`config.mk`:
```
export PLATFORM = sky130hd
export DESIGN_NAME = opto_encoder_emu
export DESIGN_NICKNAME = d
export VERILOG_FILES = /design/src/rtl/opto_encoder_emu.sv
export SDC_FILE = /design/constraint.sdc
export NUM_CORES = 1
export LEC_CHECK = 0
export CORE_ASPECT_RATIO = 1.4
export CORE_UTILIZATION = 40
export DETAILED_ROUTE_END_ITERATION = 12
export GPL_TIMING_DRIVEN = 0
export REMOVE_ABC_BUFFERS = 1
export SLEW_MARGIN = 10
export SYNTH_ARGS = -nofsm -noshare
export SYNTH_HDL_FRONTEND = slang
export SYNTH_SLANG_ARGS = --single-unit
```
`constraint.sdc`:
```
create_clock -name i_clk_50m -period 7.3 [get_ports i_clk_50m]
set_input_delay 1.095 -clock i_clk_50m [delete_from_list [all_inputs] [get_ports i_clk_50m]]
set_output_delay 1.095 -clock i_clk_50m [all_outputs]
set_load 0.01 [all_outputs]
```
`src/rtl/opto_encoder_emu.sv`:
```
// Purpose : emulates the spindle motor plus slotted code disk; turns the measured motor PWM duty
//           into an opto-switch tooth waveform with spin-up, lock, spin-down and dropped-tooth faults.
// Latency : PWM sync 2 clocks + edge detect 1 clock; tooth period changes land on tooth boundaries.
// Backpressure: none; free-running generator, every output is registered.
//
// Ports:
//   i_clk_50m, i_rst_n   50 MHz clock, asynchronous active-low reset
//   i_enable             0 forces IDLE with the opto output parked high
//   i_motor_pwm          asynchronous motor PWM from the rotor control path
//   i_duty_min           minimum high count per PWM frame that counts as "driven"
//   i_tooth_clks         tooth period at full speed (clamped below at MIN_TOOTH)
//   i_ramp_step          tooth-period change per tooth boundary while ramping
//   i_inject_drop        rising edge requests suppression of the next tooth's edges
//   o_opto_switch        emulated opto-switch level (low first half of a tooth, high second half)
//   o_duty               last measured PWM high count
//   o_state              0 IDLE, 1 SPINUP, 2 LOCKED, 3 SPINDOWN
//   o_locked             high while LOCKED
//   o_rev_pulse          one clock at each emitted tooth-0 rising edge
//   o_tooth_idx          index of the tooth currently being generated

module opto_encoder_emu #(
    parameter int TEETH_PER_REV = 39,
    parameter int PWM_PERIOD    = 1000,
    parameter int START_CLKS    = 400000,
    parameter int STOP_CLKS     = 1000000,
    parameter int MIN_TOOTH     = 4
) (
    input  logic        i_clk_50m,
    input  logic        i_rst_n,
    input  logic        i_enable,
    input  logic        i_motor_pwm,
    input  logic [15:0] i_duty_min,
    input  logic [23:0] i_tooth_clks,
    input  logic [15:0] i_ramp_step,
    input  logic        i_inject_drop,
    output logic        o_opto_switch,
    output logic [15:0] o_duty,
    output logic [1:0]  o_state,
    output logic        o_locked,
    output logic        o_rev_pulse,
    output logic [7:0]  o_tooth_idx
);

    typedef enum logic [1:0] {
        S_IDLE     = 2'd0,
        S_SPINUP   = 2'd1,
        S_LOCKED   = 2'd2,
        S_SPINDOWN = 2'd3
    } state_t;

    localparam int               TO_LIM       = 2 * PWM_PERIOD;
    localparam int               TO_W         = $clog2(TO_LIM + 1);
    localparam logic [TO_W-1:0]  C_TO_LIM     = TO_W'(TO_LIM);
    localparam logic [TO_W-1:0]  C_TO_ONE     = TO_W'(1);
    localparam logic [15:0]      C_PWM_PERIOD = 16'(PWM_PERIOD);
    localparam logic [23:0]      C_START      = 24'(START_CLKS);
    localparam logic [23:0]      C_STOP       = 24'(STOP_CLKS);
    localparam logic [23:0]      C_MIN        = 24'(MIN_TOOTH);
    localparam logic [7:0]       C_LAST_TOOTH = 8'(TEETH_PER_REV - 1);

    // ------------------------------------------------------------------
    // PWM duty measurement
    // ------------------------------------------------------------------
    logic            r_pwm_s1;
    logic            r_pwm_s2;
    logic            r_pwm_d;
    logic [15:0]     r_high_cnt;
    logic [TO_W-1:0] r_to_cnt;
    logic [15:0]     r_duty;
    logic            w_pwm_rise;
    logic            w_driven;

    assign w_pwm_rise = r_pwm_s2 & ~r_pwm_d;

    always_ff @(posedge i_clk_50m or negedge i_rst_n) begin
        if (!i_rst_n) begin
            r_pwm_s1   <= 1'b0;
            r_pwm_s2   <= 1'b0;
            r_pwm_d    <= 1'b0;
            r_high_cnt <= 16'd0;
            r_to_cnt   <= '0;
            r_duty     <= 16'd0;
        end else begin
            r_pwm_s1 <= i_motor_pwm;
            r_pwm_s2 <= r_pwm_s1;
            r_pwm_d  <= r_pwm_s2;
            if (w_pwm_rise) begin
                // The rising-edge clock is itself high, so the new frame starts at 1.
                r_duty     <= r_high_cnt;
                r_high_cnt <= 16'd1;
                r_to_cnt   <= '0;
            end else begin
                if (r_pwm_s2 && (r_high_cnt != 16'hFFFF)) begin
                    r_high_cnt <= r_high_cnt + 16'd1;
                end
                if (r_to_cnt != C_TO_LIM) begin
                    r_to_cnt <= r_to_cnt + C_TO_ONE;
                end else begin
                    // No edges for two frames: PWM is stuck at 0% or 100%.
                    // Keep tracking the level so a later high-to-low step is seen.
                    r_duty <= r_pwm_s2 ? C_PWM_PERIOD : 16'd0;
                end
            end
        end
    end

    assign w_driven = (r_duty >= i_duty_min) && i_enable;

    // ------------------------------------------------------------------
    // Tooth-period arithmetic (25-bit so neither direction wraps)
    // ------------------------------------------------------------------
    state_t      r_state;
    logic [23:0] r_period;
    logic [23:0] r_phase;
    logic [7:0]  r_tooth_idx;
    logic        r_drop_act;
    logic        r_drop_pend;
    logic        r_inj_d;
    logic        r_opto;
    logic        r_rev;
    logic        r_locked;

    logic [23:0] w_target;
    logic        w_boundary;
    logic [24:0] w_sub;
    logic [24:0] w_add;
    logic [23:0] w_add_sat;
    logic [23:0] w_ramp;
    logic        w_inj_rise;

    assign w_target   = (i_tooth_clks < C_MIN) ? C_MIN : i_tooth_clks;
    assign w_boundary = (r_phase == (r_period - 24'd1));
    assign w_sub      = {1'b0, r_period} - {9'd0, i_ramp_step};
    assign w_add      = {1'b0, r_period} + {9'd0, i_ramp_step};
    assign w_add_sat  = w_add[24] ? 24'hFFFFFF : w_add[23:0];
    assign w_inj_rise = i_inject_drop & ~r_inj_d;

    // Ramp one step toward the target, never overshooting it.
    always_comb begin
        w_ramp = r_period;
        if (r_period > w_target) begin
            w_ramp = (w_sub[24] || (w_sub[23:0] < w_target)) ? w_target : w_sub[23:0];
        end else if (r_period < w_target) begin
            w_ramp = (w_add > {1'b0, w_target}) ? w_target : w_add[23:0];
        end
    end

    // ------------------------------------------------------------------
    // Next-state logic for the motor model and tooth generator
    // ------------------------------------------------------------------
    state_t      w_state_nxt;
    logic [23:0] w_period_nxt;
    logic [23:0] w_phase_nxt;
    logic [7:0]  w_idx_nxt;
    logic        w_drop_nxt;
    logic        w_pend_nxt;
    logic        w_opto_nxt;
    logic        w_rev_nxt;

    always_comb begin
        w_state_nxt  = r_state;
        w_period_nxt = r_period;
        w_phase_nxt  = r_phase;
        w_idx_nxt    = r_tooth_idx;
        w_drop_nxt   = r_drop_act;
        w_pend_nxt   = r_drop_pend | w_inj_rise;

        if (!i_enable) begin
            w_state_nxt  = S_IDLE;
            w_period_nxt = C_STOP;
            w_drop_nxt   = 1'b0;
        end else if (r_state == S_IDLE) begin
            // Disk at rest: phase and index frozen, output parked high.
            w_period_nxt = C_STOP;
            w_drop_nxt   = 1'b0;
            if (w_driven) begin
                w_state_nxt  = S_SPINUP;
                w_period_nxt = C_START;
                w_phase_nxt  = 24'd0;
                w_idx_nxt    = 8'd0;
                // The first tooth after start counts as a "next tooth" for a waiting drop.
                w_drop_nxt   = r_drop_pend;
                w_pend_nxt   = w_inj_rise;
            end
        end else begin
            if (w_boundary) begin
                w_phase_nxt = 24'd0;
                w_idx_nxt   = (r_tooth_idx == C_LAST_TOOTH) ? 8'd0 : (r_tooth_idx + 8'd1);
                // A request that arrives on the boundary clock waits for the tooth after.
                w_drop_nxt  = r_drop_pend;
                w_pend_nxt  = w_inj_rise;
            end else begin
                w_phase_nxt = r_phase + 24'd1;
            end

            case (r_state)
                S_SPINUP, S_LOCKED: begin
                    if (!w_driven) begin
                        w_state_nxt = S_SPINDOWN;
                    end else if (w_boundary) begin
                        w_period_nxt = w_ramp;
                        w_state_nxt  = (w_ramp == w_target) ? S_LOCKED : S_SPINUP;
                    end else if ((r_state == S_LOCKED) && (r_period != w_target)) begin
                        // Target moved: report ramping at once; the period follows at the boundary.
                        w_state_nxt = S_SPINUP;
                    end
                end
                default: begin
                    if (w_driven) begin
                        w_state_nxt = S_SPINUP;
                    end else if (w_boundary) begin
                        if (w_add_sat >= C_STOP) begin
                            w_state_nxt  = S_IDLE;
                            w_period_nxt = C_STOP;
                            w_drop_nxt   = 1'b0;
                            w_pend_nxt   = r_drop_pend | w_inj_rise;
                        end else begin
                            w_period_nxt = w_add_sat;
                        end
                    end
                end
            endcase
        end
    end

    // Output is computed from the next phase/period so the registered level
    // always matches the registered phase it describes.
    assign w_opto_nxt = (w_state_nxt == S_IDLE) || w_drop_nxt ||
                        (w_phase_nxt >= (w_period_nxt >> 1));
    // A dropped tooth keeps the line high, so it never produces a 0->1 here.
    assign w_rev_nxt  = (w_state_nxt != S_IDLE) && !r_opto && w_opto_nxt &&
                        (w_idx_nxt == 8'd0);

    always_ff @(posedge i_clk_50m or negedge i_rst_n) begin
        if (!i_rst_n) begin
            r_state     <= S_IDLE;
            r_period    <= C_STOP;
            r_phase     <= 24'd0;
            r_tooth_idx <= 8'd0;
            r_drop_act  <= 1'b0;
            r_drop_pend <= 1'b0;
            r_inj_d     <= 1'b0;
            r_opto      <= 1'b1;
            r_rev       <= 1'b0;
            r_locked    <= 1'b0;
        end else begin
            r_state     <= w_state_nxt;
            r_period    <= w_period_nxt;
            r_phase     <= w_phase_nxt;
            r_tooth_idx <= w_idx_nxt;
            r_drop_act  <= w_drop_nxt;
            r_drop_pend <= w_pend_nxt;
            r_inj_d     <= i_inject_drop;
            r_opto      <= w_opto_nxt;
            r_rev       <= w_rev_nxt;
            r_locked    <= (w_state_nxt == S_LOCKED);
        end
    end

    assign o_opto_switch = r_opto;
    assign o_duty        = r_duty;
    assign o_state       = r_state;
    assign o_locked      = r_locked;
    assign o_rev_pulse   = r_rev;
    assign o_tooth_idx   = r_tooth_idx;

endmodule

```
Word-level counts from Yosys, hierarchy flattened
Cells that the tools add are included.
{"block": "classes", "addsub": 7, "magnitude_cmp": 8, "eq_ne": 14, "mux": 58, "bitwise": 5, "reduce_logical": 18}
{"operator": "two-way mux 24 bit", "count": 18}
{"operator": "two-way mux 16 bit", "count": 4}
{"operator": "equality test 24 bit", "count": 2}
{"operator": "less-than comparator 24 bit", "count": 2}
{"operator": "two-way mux 8 bit", "count": 5}
{"operator": "adder 24 x 16 -> 25 bit", "count": 1}
{"operator": "greater-than comparator 25 x 24 -> 1 bit", "count": 1}
{"operator": "subtractor 24 x 16 -> 25 bit", "count": 1}
{"operator": "adder 24 x 1 -> 24 bit (second input constant)", "count": 1}
{"operator": ">= comparator 24 x 20 -> 1 bit (second input constant)", "count": 1}
{"operator": ">= comparator 24 x 23 -> 1 bit", "count": 1}
{"operator": "greater-than comparator 24 bit", "count": 1}
{"operator": "less-than comparator 24 x 3 -> 1 bit (second input constant)", "count": 1}
{"operator": "!= test 24 bit", "count": 1}
{"operator": "subtractor 24 x 1 -> 24 bit (second input constant)", "count": 1}
{"operator": "two-way mux 11 bit", "count": 2}
{"operator": "two-way mux 2 bit", "count": 11}
{"operator": "two-way mux 20 bit", "count": 1}
{"operator": "adder 16 x 1 -> 16 bit (second input constant)", "count": 1}
{"operator": ">= comparator 16 bit", "count": 1}
{"operator": "two-way mux 1 bit", "count": 16}
{"operator": "!= test 16 bit (second input constant)", "count": 1}
{"operator": "adder 11 x 1 -> 11 bit (second input constant)", "count": 1}
{"operator": "!= test 11 bit (second input constant)", "count": 1}
{"operator": "other kinds (20)", "count": 34}
{"block": "word_totals", "register_bits": 110, "wordCells": 127}

Longest topological paths before layout
Gate-level depths: netlist (run 1).
{"block": "depth", "ltp_word": 18, "mapped_depth": 38, "mapped_depth_nobuf": 36}

Worst setup path after synthesis (run 1)
Ideal clock, no wire load.
{"block": "synth_timing", "path_type": "input-to-reg", "start": "in i_ramp_step[2]", "end": "reg r_rev, in the netlist o_rev_pulse", "setup_time_ns": 0.121, "t_arrival_ns": 7.934, "slack_ns": -0.755, "path_stages": 37, "path_cell_list": "inv_1 ha_1 clkbuf_1 a221oi_1 o211ai_1 or3_1 a31oi_1 and3_1 clkbuf_1 xnor2_1 ha_1 nand3_1 nor4_1 and2_1 nand3_1 nor3_1 or4_1 buf_2 a21o_1 buf_6 a21o_1 a211oi_1 a211oi_1 a311oi_1 ha_1 nand2b_1 a21o_1 a21o_1 a21o_1 a21o_1 a21o_1 a21o_1 a21oi_1 o21a_1 o41ai_1 a211o_1 nor4bb_1"}
{"item": "start: declaration", "line_no": "34", "rtl": "input logic [15:0] i_ramp_step,"}
{"item": "adder 24 x 16 -> 25 bit or subtractor 24 x 16 -> 25 bit (tied branches)", "line_no": "134, 133"}
{"item": "greater-than comparator 25 x 24 -> 1 bit or less-than comparator 24 bit (tied branches)", "line_no": "144, 142"}
{"item": "two-way mux 24 bit or logical OR 1 bit (tied branches)", "line_no": "144, 142"}
{"item": "two-way mux 24 bit (on tied branches)", "line_no": "143, 142"}
{"item": "two-way mux 24 bit", "line_no": "141", "rtl": "if (r_period > w_target) begin"}
{"item": "two-way mux 24 bit", "line_no": "200", "rtl": "end else if (w_boundary) begin"}
{"item": "two-way mux 24 bit", "line_no": "198", "rtl": "if (!w_driven) begin"}
{"item": "two-way mux 24 bit (*)", "line_no": "196", "rtl": "case (r_state)"}
{"item": "two-way mux 24 bit (*)", "line_no": "172", "rtl": "end else if (r_state == S_IDLE) begin"}
{"item": "two-way mux 24 bit (*)", "line_no": "168", "rtl": "if (!i_enable) begin"}
{"item": "via w_period_nxt[1]", "line_no": "152", "rtl": "logic [23:0] w_period_nxt;"}
{"item": ">= comparator 24 x 23 -> 1 bit (*)", "line_no": "229", "rtl": "(w_phase_nxt >= (w_period_nxt >> 1));"}
{"item": "logical OR 1 bit (*)", "line_no": "228", "rtl": "assign w_opto_nxt = (w_state_nxt == S_IDLE) || w_drop_nxt ||"}
{"item": "logical AND 1 bit (*) (2 in series)", "line_no": "231", "rtl": "assign w_rev_nxt = (w_state_nxt != S_IDLE) && !r_opto && w_opto_nxt &&"}
{"item": "via w_rev_nxt", "line_no": "158", "rtl": "logic w_rev_nxt;"}
{"item": "end signal: assignment", "line_no": "255", "rtl": "r_rev <= w_rev_nxt;"}
{"item": "end: declaration", "line_no": "120", "rtl": "logic r_rev;"}
Mark *: on every way through the listed nets, which the timed path passes. The rest lies on a longest branch. The select of a mux whose other input is x is not followed.
A chain may end at the register's enable or synchronous reset.

Worst setup path after layout (run 1)
{"block": "layout_timing", "start": "in i_ramp_step[6]", "end": "reg r_rev, in the netlist o_rev_pulse"}
{"block": "layout_between", "elab_chain_len": 17}
{"item": "parallel branches: the longest is 15 deep, another holds adder 24 x 16 -> 25 bit"}
{"item": "logical AND 1 bit (*) (2 in series)", "line_no": "231"}
{"item": "via w_rev_nxt", "line_no": "158"}
Mark *: on every way through the listed nets, which the timed path passes. The select of a mux whose other input is x is not followed.

==> impl_metrics.json, run 1 <==
{
  "status": "finished, violations left",
  "failed_checks": "negative setup slack",
  "clock_sinks": 110,
  "required_ns": 7.56,
  "grt_pass1_vias": 15800,
  "fmax_mhz": 127,
  "avgSynthCellArea_um2": 7.46,
  "min_from": "r_pwm_s1$_DFF_PN0_",
  "rows": 80,
  "dieArea_um2": 36000,
  "fin_ws_ns": -0.549,
  "timing.final.crit_share": 1.08,
  "synth_area_um2": 14100,
  "crit_type": "input port to flip-flop",
  "io_buffers": 89,
  "drt_wl_total_mm": 60.9,
  "endpoint_kind": "flip-flop",
  "ant_nets": 0,
  "fin_area_um2": 17600,
  "cts_tree": "done",
  "drc_errors": 0,
  "drive_gt1_frac": 0.178,
  "setup_tns_ns": -1.08,
  "rr_worst_depth": 34,
  "dp_hpwl_mm": 42.9,
  "cts_root_buffer": "clkbuf_16",
  "r2r_slack_ns": -0.49,
  "tightest_slew_ns": 1.29,
  "finClkSkew_ns": 0.0156,
  "hold_end": "r_pwm_s2$_DFF_PN0_",
  "grt_max_degree": 80,
  "worstSetupStartpointType": "input port",
  "final_common_cell": "nand2_1",
  "via_per_inst": 6.46,
  "clk_latency_ns": 0.37,
  "ys_warn_count": 0,
  "die_w_um": 161,
  "cp_slowest_stage_delay_ns": 0.43,
  "synth_edf_count": 0,
  "setup_viol": 2,
  "hold_viol_final": 0,
  "cts_made_buffers": 9,
  "postCtsHoldBufs": 0,
  "layout_common_cells": "nand2_1, nor2_1, o21ai_0",
  "p_per_area_nw_per_um2": 173,
  "slowest_stage": "nor4_4",
  "place_area_um2": 15300,
  "reg2reg_to": "o_rev_pulse$_DFF_PN0_",
  "peakVddDrop_v": 0.000164,
  "grt_first_pass_wirelength_mm": 93.0,
  "dp.cells": 2332,
  "fin_crit_ns": 7.85,
  "routabilityCongestion": 0.990,
  "clk_pin_slew_ns": 0.08,
  "max-cap-violations": 0,
  "htreeDepth": 3,
  "ys_ff_latch": 110,
  "wl_per_cell_um": 24.7,
  "fin_cells": 2466,
  "grt_usage": 0.340,
  "die_h_um": 224,
  "final_nets": 2224,
  "clock_path_buffers": 2,
  "core_area_um2": 34300,
  "synth_seq_area_share": 0.196,
  "antenna_found_initial": 0,
  "crit_fanout": 6,
  "area_growth_pct": 25.3,
  "vias": 15900,
  "slew_headroom": 0.135,
  "gr-total-overflow": 0,
  "diodes": 0,
  "first_pass_iters": 7,
  "final_util": 0.514,
  "drt_iter0_markers": 1563,
  "rsz0062_at_grt": "true",
  "synthArstFlopShare": 1.00,
  "synth_cells": 1888,
  "holdPathStages": 0,
  "initial_utilization": 0.410,
  "synth_cell_types": 94,
  "io_pins": 90,
  "r2r-start": "r_period[6]$_DFF_PN1_",
  "leakagePower_nw": 7.63,
  "arrival_ns": 8.11,
  "synth-main-ff-cell": "dfrtp_1",
  "hp-class": "flip-flop to flip-flop",
  "cp_common_cell": "a21o_1",
  "drv_slew": 0
}
## per-layer routing
metal	routed length, um	GRT usage	vias up
li1	-	-	7241
met1	22700	0.385	7634
met2	28900	0.575	776
met3	4030	0.0476	269
met4	5330	0.268	0
met5	0	0	-
## cells by family after synthesis
family,after synthesis,share of synthesized area
adder cells (fa/ha/maj),153,0.137
AND/OR/NAND/NOR,678,0.241
AO/OA/AOI/OAI,620,0.294
XOR/XNOR,86,0.0535
buffers and inverters,224,0.0656
flip-flops,110,0.196
multiplexers,17,0.0124
## repair_timing
action / 4_1_cts / 5_1_grt
resized for setup: 280 / 16
cloned: 2 / 0
setup endpoints to repair: 29 / 5
pin swaps: 98 / 19
buffers inserted: 109 / 7
## stage by stage
step / hold slack, ns / setup slack (ns) / power [W]
5_1_grt: 0.373 / -0.770 / 0.00322
3_5_place_dp: 0.345 / -4.03 / 0.00222
3_3_place_gp: 0.333 / -4.61 / 0.00218
6_report: 0.355 / -0.549 / 0.00305
4_1_cts: 0.358 / -0.309 / 0.00298
2_1_floorplan: 0.331 / -0.957 / 0.00167
## cell type report
cell class                      instances  area, um^2
Clock buffer                            9         225
Clock inverter                          7        65.1
Fill cell                            3314       16700
Inverter                              117         448
Multi-Input combinational cell       1556       11600
Sequential cell                       110        2760
Tap cell                              451         564
Timing Repair Buffer                  216        1950
## sequential cells by signal, indices dropped and copies added (netlist names), 2 cells and up
signal and flops:
o_tooth_idx 8, o_state 2, r_period 24, r_phase 24, o_duty 16, r_to_cnt 11
r_high_cnt 16
## synthesized netlist by cell type (21+ instances only)
master    number  area share
a211oi_1      32       0.017
a21o_1        43       0.023
a21oi_1      120       0.043
a31oi_1       24       0.011
and3_1        34       0.015
clkbuf_1      82       0.022
dfrtp_1      102        0.18
ha_1         151        0.13
inv_1        115       0.031
nand2_1      176       0.047
nand2b_1      24       0.011
nand3_1       59       0.021
nand4_1       23       0.010
nor2_1       161       0.043
nor3_1        53       0.019
nor4_1        24       0.011
o211ai_1      29       0.015
o21a_1        21       0.011
o21ai_0      151       0.054
o22ai_1       21      0.0093
xnor2_1       59       0.037
xor2_1        27       0.017
## worst max-delay path: cells and delay by family
kind / cells / cell delay, ns
buffers and inverters: 4 / 0.51
adders and majority gates: 3 / 0.90
AOI/OAI and AO/OA: 21 / 3.89
and+or+nand+nor: 6 / 1.47
muxes: 1 / 0.09
xor gates and xnor gates: 1 / 0.15
## power breakdown
part	total, W	leakage (nW)	internal (W)	switching, W
Combinational	0.00175	6.02	0.000694	0.00106
Sequential	0.000798	1.47	0.000673	0.000126
Clock	0.000496	0.137	0.000239	0.000257
Total	0.00305	7.63	0.00160	0.00144
## worst max path at each step
stage / startpoint / to / slack (ns) / depth (start not counted)
6_report: i_ramp_step[6] / o_rev_pulse$_DFF_PN0_ / -0.55 / 36
3_5_place_dp: i_ramp_step[1] / o_rev_pulse$_DFF_PN0_ / -4.03 / 34
3_3_place_gp: i_tooth_clks[20] / o_rev_pulse$_DFF_PN0_ / -4.61 / 30
4_1_cts: i_ramp_step[0] / o_rev_pulse$_DFF_PN0_ / -0.31 / 37
2_1_floorplan: i_ramp_step[6] / o_rev_pulse$_DFF_PN0_ / -0.96 / 34
5_1_grt: i_ramp_step[7] / o_rev_pulse$_DFF_PN0_ / -0.77 / 35
No activity file was read; power rests on OpenSTA's default activity.
==> run 2, diff against run 1 <==
--- a/config.mk
+++ b/config.mk
@@ -6,6 +6,7 @@
 export NUM_CORES = 1
 export LEC_CHECK = 0
 export CORE_ASPECT_RATIO = 1.4
+export CORE_MARGIN = 5
 export CORE_UTILIZATION = 40
 export DETAILED_ROUTE_END_ITERATION = 12
 export GPL_TIMING_DRIVEN = 0
==> run 2 against run 1 <==
Cell count is 0.61% higher. Combinational power is 3% higher. Power is 4.2% higher. Register-to-register slack worse by 0.12 ns. Highest routed layer is now met5. Flip-flop and latch count stayed put. Critical path depth is 1 lower. The flow still finishes with violations (negative setup slack). First-iteration DRC count is 12% higher. Critical path type unchanged.
==> impl_metrics.json, run 2 (synthesis gave the netlist of run 1 again) <==
{
  "status": "finished, violations left",
  "failed_checks": "negative setup slack",
  "final-seq-area_um2": 2760,
  "diodes": 0,
  "clk_latency_ns": 0.37,
  "r2r_slack_ns": -0.61,
  "drt_iter0_markers": 1756,
  "hp-class": "flip-flop to flip-flop",
  "routabilityCongestion": 1.01,
  "final_common_cell": "nand2_1",
  "crit_type": "input port to flip-flop",
  "io_buffers": 89,
  "antenna_found_initial": 1,
  "peakVddDrop_v": 0.000127,
  "grt_usage": 0.301,
  "rows": 81,
  "worstSetupStartpointType": "input port",
  "drt_wl_total_mm": 60.4,
  "tightest_slew_ns": 1.31,
  "htreeDepth": 3,
  "required_ns": 7.56,
  "leakagePower_nw": 7.71,
  "dp_hpwl_mm": 42.2,
  "grt_first_pass_wirelength_mm": 92.3,
  "largestRegisters": "r_period: 24 flops, r_phase: 24 flops",
  "first_pass_iters": 9,
  "arrival_ns": 8.18,
  "die_h_um": 232,
  "slowest_stage": "or4_4",
  "fin_ws_ns": -0.626,
  "clock_sinks": 110,
  "max-cap-violations": 0,
  "fin_area_um2": 17900,
  "io_pins": 90,
  "fmax_mhz": 126,
  "finClkSkew_ns": 0.0113,
  "slew_headroom": 0.127,
  "crit_fanout": 6,
  "endpoint_kind": "flip-flop",
  "ant_nets": 0,
  "setup_viol": 2,
  "die_w_um": 169,
  "p_per_area_nw_per_um2": 177,
  "via_per_inst": 6.44,
  "cts_root_buffer": "clkbuf_16",
  "fin_crit_ns": 7.93,
  "core_area_um2": 34900,
  "clock_path_buffers": 2,
  "cts_tree": "done",
  "multi_input_area_um2": 11800,
  "area_growth_pct": 27.3,
  "fillers": 3392,
  "initial_utilization": 0.404,
  "clk_pin_slew_ns": 0.08,
  "grt_max_degree": 75,
  "gr-total-overflow": 0,
  "dieArea_um2": 39100,
  "grt_pass1_vias": 16000,
  "wl_per_cell_um": 24.4,
  "place_area_um2": 15300,
  "postCtsHoldBufs": 0,
  "final_nets": 2234,
  "cp_slowest_stage_delay_ns": 0.61,
  "vias": 16000,
  "drv_slew": 0,
  "hold_viol_final": 0,
  "final_util": 0.514,
  "layout_common_cells": "nand2_1, nor2_1, o21ai_0",
  "rsz0062_at_grt": "true",
  "drc_errors": 0,
  "drive_gt1_frac": 0.184,
  "timing.final.crit_share": 1.09,
  "cts_made_buffers": 9
}
run 2: cell types whose count changed in the layout (fill, tap and decap cells not counted), sizes merged:
cell / before / now
buf: 136 / 143
dlygate4sd2: 12 / 8
clkdlybuf4s15: 4 / 3
clkbuf: 9 / 12
clkinvlp: 3 / 1
clkdlybuf4s50: 64 / 69
clkinv: 5 / 4
a21oi: 122 / 123
bufinv: 0 / 2
run 2: layout make-up:
cell class / instances / area share
multi-input cells: 1557 / 0.656
repair buffers: 225 / 0.114
well taps: 456 / 0.0318
flip-flops and latches: 110 / 0.154
clock buffers: 10 / 0.0128
inverters: 117 / 0.0250
clock inverters: 6 / 0.00586
run 2: stage by stage:
stage | hold WS, ns | cells | TNS (ns) | setup WS (ns) | total power (W)
3_5_place_dp | 0.336 | 2336 | -48.33 | -4.11 | 0.00220
6_report | 0.353 | 2481 | -1.20 | -0.626 | 0.00317
3_3_place_gp | 0.334 | 2326 | -58.49 | -4.39 | 0.00217
5_1_grt | 0.361 | 2481 | -1.53 | -0.795 | 0.00333
2_1_floorplan | 0.331 | 1781 | -1.88 | -0.957 | 0.00167
4_1_cts | 0.355 | 2469 | -0.640 | -0.341 | 0.00309
run 2: metal layers:
layer / wire, um / vias to the layer above / GRT usage
met5: 10 / - / 0
met4: 5680 / 2 / 0.233
met1: 22000 / 7609 / 0.342
met2: 28300 / 845 / 0.508
li1: - / 7261 / -
met3: 4430 / 270 / 0.0419
run 2: final timing paths:
check | startpoint | endpoint | depth (start not counted)
setup / recovery | i_ramp_step[9] | o_rev_pulse$_DFF_PN0_ | 35
hold / removal | r_pwm_s1$_DFF_PN0_ | r_pwm_s2$_DFF_PN0_ | 0
setup reg to reg | r_period[8]$_DFF_PN0_ | o_rev_pulse$_DFF_PN0_ | 33
hold reg to reg | r_pwm_s1$_DFF_PN0_ | r_pwm_s2$_DFF_PN0_ | 0
max in group asynchronous | i_rst_n | r_period[6]$_DFF_PN1_ | 2
min in group asynchronous | i_rst_n | r_high_cnt[4]$_DFFE_PN0P_ | 1
run 2: what timing repair did:
| item | 4_1_cts | 5_1_grt |
|---|---|---|
| pin swaps | 116 | 17 |
| setup endpoints to repair | 29 | 4 |
| buffers inserted | 114 | 12 |
| resized for setup | 288 | 15 |
| cloned | 3 | 0 |
run 2: where the power goes:
| part | internal (W) | switching [W] | leakage [nW] |
|---|---|---|---|
| clock network | 0.000309 | 0.000259 | 0.162 |
| logic | 0.000729 | 0.00108 | 6.08 |
| registers | 0.000673 | 0.000127 | 1.47 |
run 2: critical path: cells and delay by family:
kind                     cells  cell delay, ns
AO/OA/AOI/OAI               12            2.49
adder cells (fa/ha/maj)      3            0.81
XOR/XNOR                     1            0.29
buffers and inverters        5            0.67
AND/OR/NAND/NOR             14            2.80
==> run 3, diff against run 2 <==
--- a/config.mk
+++ b/config.mk
@@ -5,11 +5,13 @@
 export SDC_FILE = /design/constraint.sdc
 export NUM_CORES = 1
 export LEC_CHECK = 0
+export ABC_AREA = 1
 export CORE_ASPECT_RATIO = 1.4
 export CORE_MARGIN = 5
 export CORE_UTILIZATION = 40
 export DETAILED_ROUTE_END_ITERATION = 12
 export GPL_TIMING_DRIVEN = 0
+export MAX_ROUTING_LAYER = met4
 export REMOVE_ABC_BUFFERS = 1
 export SLEW_MARGIN = 10
 export SYNTH_ARGS = -nofsm -noshare
==> run 3 against run 2 <==
The run now ends clean. Setup slack better by 0.78 ns. Hold slack worse by 0.0020 ns. Non-clock buffer count is 15 lower. Clock-buffer cell count stayed put. Critical path depth is 11 higher. Clock power is 15% lower.
==> impl_metrics.json, run 3 <==
{
  "rows": 79,
  "fmax_mhz": 140,
  "initial_utilization": 0.402,
  "endpoint_kind": "flip-flop",
  "multi_input_area_um2": 10300,
  "grt_max_degree": 86,
  "die_w_um": 164,
  "hp-class": "flip-flop to flip-flop",
  "synth_edf_count": 0,
  "cts_made_buffers": 9,
  "grt_usage": 0.265,
  "clock_sinks": 110,
  "use_met2": 0.458,
  "grt_util_met3": 0.0199,
  "clk_pin_slew_ns": 0.08,
  "rsz0062_at_grt": "true",
  "cts_root_buffer": "clkbuf_16",
  "via_per_inst": 5.51,
  "antenna_found_initial": 0,
  "wl_per_cell_um": 19.2,
  "area_growth_pct": 27.0,
  "yosys.area_share.adder": 0.145,
  "synth_cell_types": 67,
  "synth_top_area_cell": "dfrtp_1",
  "cp-endpoint": "o_locked$_DFF_PN0_",
  "slowest_stage": "clkdlybuf4s50_1",
  "crit_fanout": 15,
  "clock_path_buffers": 2,
  "peakVddDrop_v": 0.000130,
  "gr-total-overflow": 0,
  "rr_worst_depth": 52,
  "final-seq-area_um2": 2760,
  "r2r_slack_ns": 0.37,
  "synth_top_area_frac": 0.192,
  "synth_area_um2": 13300,
  "dieArea_um2": 37000,
  "startpoint": "i_tooth_clks[23]",
  "synth_mux_area_frac": 0,
  "die_h_um": 226,
  "first_pass_iters": 7,
  "final_nets": 2358,
  "drt_wl_total_mm": 49.9,
  "synth_compound_area_frac": 0.172,
  "avgSynthCellArea_um2": 6.69,
  "crit_buf_inv": 21,
  "setup_tns_ns": 0,
  "timing.final.crit_share": 0.979,
  "synth-main-ff-cell": "dfrtp_1",
  "tightest_slew_ns": 1.19,
  "io_pins": 90,
  "gr-usage-met1": 0.287,
  "routabilityCongestion": 0.937,
  "ys_warn_count": 0,
  "core_area_um2": 33000,
  "top_usage_layer": "met2",
  "r2r-start": "r_period[0]$_DFFE_PN0P_",
  "leakagePower_nw": 7.96,
  "final_common_cell": "nand2_1",
  "arrival_ns": 7.40,
  "slew_headroom": 0.207,
  "drc_errors": 0,
  "cp_common_cell": "buf_4",
  "grt_first_pass_wirelength_mm": 74.4,
  "dp_hpwl_mm": 36.9,
  "fillers": 3316,
  "reg2reg_to": "o_locked$_DFF_PN0_",
  "drv_slew": 0,
  "critical_path.top_delay_family": "buffers and inverters",
  "status": "finished clean",
  "io_buffers": 89,
  "cts_tree": "done",
  "synth_top_family_by_area": "simple AND/OR/NAND/NOR gates",
  "htreeDepth": 3,
  "setup_viol": 0,
  "crit_cells": 46,
  "ant_nets": 0,
  "diodes": 0,
  "layout_common_cells": "nand2_1, inv_1, nor2_1",
  "drive_gt1_frac": 0.196,
  "vias": 14300,
  "hold_viol_final": 0,
  "worstSetupStartpointType": "input port",
  "synthArstFlopShare": 1.00,
  "drt_iter0_markers": 834,
  "p_per_area_nw_per_um2": 289,
  "largestRegisters": "r_period: 24 flops, r_phase: 24 flops",
  "cp_slowest_stage_delay_ns": 0.49,
  "synth.top_cells.by_count": "nand2_1, inv_1, nor2_1, ha_1, nand3_1",
  "fin_crit_ns": 7.14,
  "crit_type": "input port to flip-flop",
  "synth_seq_area_share": 0.208,
  "synth-simple-area-share": 0.299,
  "ys_ff_latch": 110,
  "required_ns": 7.55,
  "synth_area_leaders": "dfrtp_1, ha_1, nand2_1, inv_1, xor2_1",
  "whs_ns": 0.351,
  "grt_pass1_vias": 13800,
  "finClkSkew_ns": 0.00913,
  "max-cap-violations": 0,
  "synth_xor_area_frac": 0.0680,
  "synth_cells": 1984,
  "yosysMostFrequentCell": "nand2_1",
  "postCtsHoldBufs": 0,
  "clk_latency_ns": 0.36
}
run 3: cell count changes after synthesis, sizes merged, moves of 32 or more:
cell / before / now
xor2: 27 / 92
clkbuf: 82 / 28
xnor2: 59 / 11
nand3: 61 / 152
a21o: 43 / 3
inv: 115 / 281
and3: 34 / 2
nand2: 176 / 437
run 3: logic make-up (layout without fill, tap and decap cells):
logic type | count (synthesis) | in the layout
buffers and inverters | 351 | 513
DFF | 110 | 110
AOI/OAI and AO/OA | 390 | 390
xor gates and xnor gates | 103 | 103
adders and majority gates | 153 | 153
and+or+nand+nor | 877 | 880
run 3: cell type report:
class,count,share of cell area
Clock inverter,6,0.00260
Timing Repair Buffer,210,0.110
Sequential cell,110,0.164
Inverter,283,0.0647
Clock buffer,10,0.0142
Tap cell,445,0.0330
Timing Repair inverter,4,0.00134
Multi-Input combinational cell,1526,0.610
run 3: per-stage QoR:
step | instances | total power (W) | worst slack [ns] | instance area (um^2) | util
floorplan | 1916 | 0.00286 | 0.576 | 12900 | -
global placement | 2450 | 0.00370 | -2.35 | 14400 | 0.435
detailed placement | 2452 | 0.00373 | -2.33 | 14400 | 0.436
CTS | 2535 | 0.00451 | 0.00258 | 15800 | 0.479
global route | 2594 | 0.00524 | -0.118 | 16900 | 0.511
finish | 2594 | 0.00486 | 0.155 | 16900 | 0.511
run 3: worst min-delay path by stage:
stage                            start  slack [ns]  cells after the start                 end
global placement    r_pwm_s1$_DFF_PN0_        0.33                      0  r_pwm_s2$_DFF_PN0_
detailed placement  r_pwm_s1$_DFF_PN0_        0.33                      0  r_pwm_s2$_DFF_PN0_
CTS                 r_pwm_s1$_DFF_PN0_        0.35                      0  r_pwm_s2$_DFF_PN0_
global route        r_pwm_s1$_DFF_PN0_        0.36                      0  r_pwm_s2$_DFF_PN0_
finish              r_pwm_s1$_DFF_PN0_        0.35                      0  r_pwm_s2$_DFF_PN0_
floorplan           r_pwm_s1$_DFF_PN0_        0.33                      0  r_pwm_s2$_DFF_PN0_
run 3: report_power, final:
group / leakage (nW) / internal, W / switching (W)
logic: 6.37 / 0.00129 / 0.00215
clock network: 0.139 / 0.000243 / 0.000239
registers: 1.45 / 0.000743 / 0.000204
run 3: worst register-to-register path: cells and delay by family, from the launching register on:
family          cells  cell delay (ns)
compound gates      5             0.82
simple gates       23             2.11
flops               1             0.45
xor+xnor            1             0.18
fa+ha+maj           3             0.91
buf+inv            20             2.38
run 3: timing repair:
item	CTS	global route
setup endpoints to repair	5	5
pin swaps	56	80
setup buffers	62	57
gates resized for setup	142	150
cloned	5	2
run 3: metal layers:
metal / part of all wire / up-vias
met4: 0.084 / 0
li1: - / 6956
met2: 0.50 / 457
met3: 0.039 / 179
met1: 0.38 / 6708
met5: 0 / -
